### config.mk
export PLATFORM = sky130hd
export DESIGN_NAME = cruce_ctrl
export DESIGN_NICKNAME = d
export VERILOG_FILES = /design/src/rtl/cruce_pkg.sv /design/src/rtl/phase_timer.sv /design/src/rtl/cruce_ctrl.sv
export SDC_FILE = /design/constraint.sdc
export NUM_CORES = 1
export LEC_CHECK = 0
export BUFFER_PORTS_ARGS = -buffer_cell sky130_fd_sc_hd__buf_2
export CORE_MARGIN = 2
export CORE_UTILIZATION = 53
export CTS_CLUSTER_SIZE = 14
export DETAILED_ROUTE_END_ITERATION = 12
export PLACE_DENSITY = 0.85
export SLEW_MARGIN = 20
export SYNTH_ARGS = -nofsm -noshare
export SYNTH_HDL_FRONTEND = slang
export SYNTH_SLANG_ARGS = --single-unit
### constraint.sdc
create_clock -name clk -period 2.42 [get_ports clk]
set_input_delay 0.242 -clock clk [delete_from_list [all_inputs] [get_ports clk]]
set_output_delay 0.242 -clock clk [all_outputs]
set_load 0.05 [all_outputs]
### src/rtl/cruce_pkg.sv
// Shared types for the intersection controller: phase codes, direction constants
// and the lamp decode used by the top level.
package cruce_pkg;

  typedef enum logic [2:0] {
    StNsGrn   = 3'd0,
    StNsYel   = 3'd1,
    StAllRed  = 3'd2,
    StEwGrn   = 3'd3,
    StEwYel   = 3'd4,
    StPedWalk = 3'd5
  } state_e;

  localparam logic DIR_NS = 1'b0;
  localparam logic DIR_EW = 1'b1;

  typedef struct packed {
    logic ns_green;
    logic ns_yellow;
    logic ns_red;
    logic ew_green;
    logic ew_yellow;
    logic ew_red;
    logic walk;
  } lamps_t;

  function automatic lamps_t lamps_of(input state_e s);
    lamps_t l;
    l = '0;
    case (s)
      StNsGrn:   begin l.ns_green  = 1'b1; l.ew_red    = 1'b1; end
      StNsYel:   begin l.ns_yellow = 1'b1; l.ew_red    = 1'b1; end
      StEwGrn:   begin l.ns_red    = 1'b1; l.ew_green  = 1'b1; end
      StEwYel:   begin l.ns_red    = 1'b1; l.ew_yellow = 1'b1; end
      StPedWalk: begin l.ns_red    = 1'b1; l.ew_red    = 1'b1; l.walk = 1'b1; end
      // All-red also covers the unused codes so a corrupted state never shows a go lamp.
      default:   begin l.ns_red    = 1'b1; l.ew_red    = 1'b1; end
    endcase
    return l;
  endfunction

endpackage

### src/rtl/phase_timer.sv
// Loadable down-counter that times each phase; done flags the last cycle of a phase.
module phase_timer #(
  parameter int unsigned     CNT_W   = 4,
  parameter logic [CNT_W-1:0] RST_VAL = '0
) (
  input  logic             clk,
  input  logic             rst,
  input  logic             load,
  input  logic [CNT_W-1:0] load_val,
  output logic             done
);

  logic [CNT_W-1:0] tmr_q;

  always_ff @(posedge clk) begin
    if (rst) begin
      tmr_q <= RST_VAL;
    end else if (load) begin
      tmr_q <= load_val;
    end else if (tmr_q != '0) begin
      tmr_q <= tmr_q - 1'b1;
    end
  end

  assign done = (tmr_q == '0);

endmodule

### src/rtl/cruce_ctrl.sv
// Two-way intersection controller with all-red clearance and a latched pedestrian walk phase.
module cruce_ctrl
  import cruce_pkg::*;
#(
  parameter int unsigned GREEN_T  = 8,
  parameter int unsigned YELLOW_T = 2,
  parameter int unsigned ALLRED_T = 1,
  parameter int unsigned PED_T    = 4,
  parameter int unsigned CNT_W    = 4
) (
  input  logic       clk,
  input  logic       rst,
  input  logic       ped_req,
  output logic       ped_ack,
  output logic       ns_green,
  output logic       ns_yellow,
  output logic       ns_red,
  output logic       ew_green,
  output logic       ew_yellow,
  output logic       ew_red,
  output logic       walk,
  output logic [2:0] phase
);

  state_e           state_q, state_d;
  logic             next_dir_q, next_dir_d;
  logic             ped_pending_q, ped_pending_d;
  logic             ped_q;
  logic             ped_ack_d;
  logic             ped_clear;
  logic             ped_event;
  logic             done;
  logic [CNT_W-1:0] load_val;
  lamps_t           lamps_q;

  function automatic logic [CNT_W-1:0] dur_m1(input state_e s);
    case (s)
      StNsGrn, StEwGrn: return CNT_W'(GREEN_T - 1);
      StNsYel, StEwYel: return CNT_W'(YELLOW_T - 1);
      StPedWalk:        return CNT_W'(PED_T - 1);
      default:          return CNT_W'(ALLRED_T - 1);
    endcase
  endfunction

  always_comb begin
    state_d    = state_q;
    next_dir_d = next_dir_q;
    ped_clear  = 1'b0;
    if (done) begin
      case (state_q)
        StNsGrn: state_d = StNsYel;
        StNsYel: begin
          state_d    = StAllRed;
          next_dir_d = DIR_EW;
        end
        StEwGrn: state_d = StEwYel;
        StEwYel: begin
          state_d    = StAllRed;
          next_dir_d = DIR_NS;
        end
        StAllRed: begin
          if (ped_pending_q) begin
            state_d   = StPedWalk;
            ped_clear = 1'b1;
          end else begin
            state_d = (next_dir_q == DIR_EW) ? StEwGrn : StNsGrn;
          end
        end
        StPedWalk: state_d = (next_dir_q == DIR_EW) ? StEwGrn : StNsGrn;
        default:   state_d = StNsGrn;
      endcase
    end
  end

  // A new press on the very edge that consumes the pending request is kept for the next clearance.
  assign ped_event     = ped_req & ~ped_q;
  assign ped_ack_d     = ped_event & (~ped_pending_q | ped_clear);
  assign ped_pending_d = ped_ack_d | (ped_pending_q & ~ped_clear);
  assign load_val      = dur_m1(state_d);

  phase_timer #(
    .CNT_W   (CNT_W),
    .RST_VAL (CNT_W'(GREEN_T - 1))
  ) u_timer (
    .clk      (clk),
    .rst      (rst),
    .load     (done),
    .load_val (load_val),
    .done     (done)
  );

  always_ff @(posedge clk) begin
    if (rst) begin
      state_q       <= StNsGrn;
      next_dir_q    <= DIR_EW;
      ped_pending_q <= 1'b0;
      ped_q         <= 1'b0;
      ped_ack       <= 1'b0;
      lamps_q       <= lamps_of(StNsGrn);
    end else begin
      state_q       <= state_d;
      next_dir_q    <= next_dir_d;
      ped_pending_q <= ped_pending_d;
      ped_q         <= ped_req;
      ped_ack       <= ped_ack_d;
      lamps_q       <= lamps_of(state_d);
    end
  end

  assign ns_green  = lamps_q.ns_green;
  assign ns_yellow = lamps_q.ns_yellow;
  assign ns_red    = lamps_q.ns_red;
  assign ew_green  = lamps_q.ew_green;
  assign ew_yellow = lamps_q.ew_yellow;
  assign ew_red    = lamps_q.ew_red;
  assign walk      = lamps_q.walk;
  assign phase     = state_q;

endmodule

# Yosys cells after proc, flatten, opt, wreduce, memory -nomap -nowiden
# Index checks and enable logic that the tools add are counted.
word_totals:
  regBits: 18
  wordCells: 61
  inputBits: 3
  out_inout_bits: 11
classes:
  n_addsub: 1
  mux: 18
  reduce_logical: 12
  eq_ne: 9
  bitwise_logic: 8
op_table:
  columns: ["op", "n"]
  rows:
  - ["$pmux 3 s5", 1]
  - ["$eq 3x3->1 const B", 4]
  - ["$mux 1", 10]
  - ["$reduce_or 2->1", 5]
  - ["$eq 3x2->1 const B", 3]
  - ["$pmux 3 s3", 1]
  - ["$mux 4", 2]
  - ["$eq 3x1->1 const B", 2]
  - ["$logic_not 3->1", 2]
  - ["$mux 3", 2]
  - ["$logic_not 4->1", 1]
  - ["$reduce_bool 2->1", 2]
  - ["$reduce_bool 4->1", 1]
  - ["$sub 4x1->4 const B", 1]
  - ["$and 1x1->1", 3]
  - ["$not 1->1", 3]
  - ["$mux 2", 1]
  - ["$or 1x1->1", 2]
  - ["$pmux 1 s2", 1]
  - ["$reduce_and 2->1", 1]

# Longest topological paths before layout
depth:
  depth_word: 8
  mapped_depth: 8
  mapped_depth_nobuf: 6

# Cells and area by module
# From an unflattened synthesis, not the netlist that was laid out.
hier_totals:
  hier_cells: 94
  hier_area_um2: 923.4
by_module_without_submodules:
  columns: ["mod", "cells_each", "instances", "area_each_um2"]
  rows:
  - ["cruce_ctrl", 70, 1, 699.4]
  - ["phase_timer", 24, 1, 224.0]

# Least setup slack after synthesis
# OpenSTA, ideal clock, no wires.
synth_timing:
  path_type: "register to register"
  from: "reg u_timer.tmr_q[0]"
  to: "reg lamps_q (netlist bit ew_red)"
  slack_ns: 0.701
  path_buffers: 1
  arrival_time_ns: 1.581
  required_ns: 2.283
  synth_period_minus_slack_ns: 1.719
  stages_incl_launch_ff: 8
  cell_sequence: "dfxtp_1 inv_1 ha_1 or3b_1 buf_6 or3_4 a21oi_4 a21oi_1"
synth_via:
  elab_chain_cells: 5
synth_lines:
  columns: ["element", "line", "source"]
  rows:
  - ["start, declared", "phase_timer.sv:13", "logic [CNT_W-1:0] tmr_q;"]
  - ["start signal, assigned", "phase_timer.sv:19", "tmr_q <= load_val;"]
  - ["start signal, assigned", "phase_timer.sv:21", "tmr_q <= tmr_q - 1'b1;"]
  - ["$logic_not 4->1 (*)", "phase_timer.sv:25", "assign done = (tmr_q == '0);"]
  - ["$mux 3 (*)", "cruce_ctrl.sv:49", "if (done) begin"]
  - ["$eq 3x3->1 / $eq 3x2->1 (equally long branches)", "cruce_pkg.sv:30", "case (s)"]
  - ["$reduce_or 2->1 (no source line) (*)", null, null]
  - ["$mux 1 (*)", "cruce_pkg.sv:30", null]
  - ["end signal, assigned", "cruce_ctrl.sv:99", "lamps_q <= lamps_of(StNsGrn);"]
  - ["end signal, assigned", "cruce_ctrl.sv:106", "lamps_q <= lamps_of(state_d);"]
  - ["end, declared", "cruce_ctrl.sv:34", "lamps_t lamps_q;"]
# Every way passes the cells marked *; elsewhere a longest branch is shown, timed or not.
# A chain may end at the register's enable or synchronous reset.

# Worst setup path in the final report
layout_timing:
  from: "reg u_timer.tmr_q[0]"
  to: "reg lamps_q (netlist bit ew_yellow)"
layout_via:
  elab_chain_cells: 4
layout_lines:
  columns: ["element", "line"]
  rows:
  - ["$logic_not 4->1", "phase_timer.sv:25"]
  - ["$mux 3", "cruce_ctrl.sv:49"]
  - ["$eq 3x3->1", "cruce_pkg.sv:30"]
  - ["$mux 1", "cruce_pkg.sv:30"]
# Every way passes these cells.

==> run summary <==
number of synthesized flops with an enable pin: 0
number of stages on the worst setup path: 6
share of layout cells above drive strength 1: 0.220
Finish-stage setup viols: 0
initial antenna violation count: 0
Overall Global Routing Usage: 0.195
total clock buffers created by CTS: 3
proportion of netlist area held by the largest area contributor: 0.426
FMAX: 487 MHz
Min-Delay Path Class: in -> reg
worst setup path startpoint: u_timer.tmr_q[0]
DRC viols: 0
power density over the cells: 576 nW/um2
R2R Path End: ew_yellow
Final #Nets: 106
worst r2r src: u_timer.tmr_q[0]
Buf+Inv Stages, Crit Path: 1
Initial Util: 0.561
proportion of synthesized chip area in sequential cells: 0.426
maximum single-stage delay on the critical path: 0.56 ns
x dimension of the die: 44.0 um
Final Core Density: 0.620
Placer Congestion: 0.796
largest driver fanout on the critical path: 17
DR iter-0 viols: 5
CTS Sinks: 18
post-synth top area cell: dfxtp_1
instance count of the mapped netlist: 89
# resized after CTS: 0
GRT overflow: 0
number of placed cells counting well taps: 112
final hold viol count: 0
dominant delay contributor by cell family on the critical path: simple AND/OR/NAND/NOR gates
primary flip-flop cell chosen by synthesis mapping: dfxtp_1
cell area after layout: 933 um2
pin count of the biggest net entering global routing: 18
buffer count from post-CTS setup fixing: 0
detailed-router iteration count before antenna repair: 4
fill cell count: 129
slew at the pin closest to its max-slew limit: 0.611 ns
antenna diode count: 0
cts-stage hold buffer count: 0
sort of element at the end of the critical path: register
clock period minus final worst setup slack: 2.05 ns
total of flip-flops plus latches after synthesis: 18
synth unique cells: 34
critical path data arrival time: 2.30 ns
clock-pin transition on the worst setup and hold timing paths: 0.10 ns
vias after detailed routing: 673
RSZ-0062 raised after global routing: no
Core Region: 1510 um2
required time worst endpoint: 2.67 ns
Post-Route Hold Slack: 0.174 ns
most instantiated cells after synthesis: dfxtp_1 (18), a21oi_1 (7), nand2_1 (7)
TritonCTS clock tree: yes
average wire per standard cell: 13.8 um
Pins Over Slew Limit: 0
leakage power of the design: 0.372 nW
final wirelength: 1.60 mm
run status: complete, no violations
area of the die: 1930 um2
H-tree lvl count: 1
CP Launch Type: register
Antenna Violating Nets Remaining: 0
worst skew pair latency: 0.30 ns
vertical die dimension: 44.0 um
clock root buffer: clkbuf_4
footprint of the multi-input gates: 440 um2
Post-Synthesis Net Count: 94
Syn-to-layout area delta: 10.4%
Post-Syn Area: 846 um2
Register-to-Register Setup Slack: 0.37 ns
wire length of the first global-routing pass: 2.73 mm
cell types occupying the most area after synthesis: dfxtp_1 (43%), a21oi_1 (4.1%), a21o_1 (3.6%)
number of cells traversed by the worst register-to-register path: 6
largest voltage drop on the vdd net: 0.318 mV
maximum number of buffers from clock root to sink: 2
Max-cap violations: 0
count of standard-cell rows: 14
Period Utilization, post-route: 0.848
worst setup path category: reg -> reg
clock skew: 0.00242 ns
DP Area: 897 um2
list of cells traversed by the critical path: inv_1 -> ha_1 -> or3b_1 -> o31ai_1 -> a221oi_2 -> and2_1
Port Buffer Count: 13
proportion of synthesized flip-flops having asynchronous set or reset: 0
top-level I/O count: 14
area taken by flip-flops and latches: 360 um2
count of non-filler cells in the finished layout: 116
Syn. warnings: 0
critical-path cell with the highest stage delay: or3b_1
most common cell in the synthesized netlist: dfxtp_1
slew margin rel.: 0.592
Sum Neg Setup Slack: 0 ns
number of global-route vias before repair: 624
drt via density: 5.80
Mean Syn Cell Area: 9.50 um2
Critical Path End: ew_yellow
metrics by stage:
stage,power [mW],setup WS [ns]
floorplan,0.348,0.701
global placement,0.357,0.474
detailed placement,0.360,0.386
CTS,0.542,0.357
global route,0.560,0.151
finish,0.537,0.367
worst register-to-register path, cell delays in order (launching register included):
cell      delay, ns
dfxtp_1        0.36
inv_1          0.07
ha_1           0.22
or3b_1         0.56
o31ai_1        0.16
a221oi_2       0.45
and2_1         0.19
area by class of cell:
cell class,count,area share
Multi-Input combinational cell,62,0.472
Sequential cell,18,0.386
Timing Repair Buffer,13,0.0697
Clock buffer,4,0.0389
Tap cell,16,0.0214
Inverter,3,0.0121
metal layers:
layer | wire length, um | GRT usage
met4 | 14 | 0.0848
met1 | 721 | 0.249
met3 | 89 | 0.0750
met5 | 0 | 0
met2 | 778 | 0.291
kinds of logic after synthesis:
| logic type | after synthesis | share of synthesized area |
|---|---|---|
| DFF | 18 | 0.426 |
| AOI/OAI and AO/OA | 24 | 0.225 |
| and+or+nand+nor | 34 | 0.246 |
| buffers and inverters | 9 | 0.0533 |
| adders and majority gates | 2 | 0.0296 |
| xor gates and xnor gates | 2 | 0.0207 |
power breakdown:
group,internal [mW],total [mW],leakage (nW),switching [mW]
combinational,0.0154,0.0407,0.204,0.0252
clock,0.0918,0.184,0.0210,0.0926
sequential,0.305,0.312,0.147,0.00714
total,0.412,0.537,0.372,0.125
state kept, by name (all words and copies together) (netlist names):
signal,count
ew_green,1
ew_red,1
ew_yellow,1
next_dir_q,1
ns_green,1
ns_red,1
ns_yellow,1
ped_ack,1
ped_pending_q,1
ped_q,1
phase,3
u_timer.tmr_q,4
walk,1
placed cells by master (no fill, tap or decap), drive strengths merged:
master,count
dfxtp,18
buf,13
a21oi,8
nand2,7
nor3b,4
nor2,4
a21o,4
clkbuf,4
inv,3
o21ai,3
nand3b,3
nand2b,3
or3,3
xnor2,2
o31ai,2
nor3,2
o211ai,2
ha,2
nor2b,2
nor4b,1
or3b,1
a31oi,1
a2111oi,1
a221oi,1
o21bai,1
a211oi,1
nand4b,1
and3b,1
and2,1
nand3,1
how the worst min path moves through the flow:
stage / cells after the start / slack (ns) / endpoint / from
floorplan: 1 / 0.31 / ped_q / rst
global placement: 2 / 0.48 / ped_q / ped_req
detailed placement: 2 / 0.48 / ped_q / ped_req
CTS: 2 / 0.17 / ped_q / ped_req
global route: 2 / 0.16 / ped_q / ped_req
finish: 2 / 0.17 / ped_q / ped_req
No activity file was read; power rests on OpenSTA's default activity.
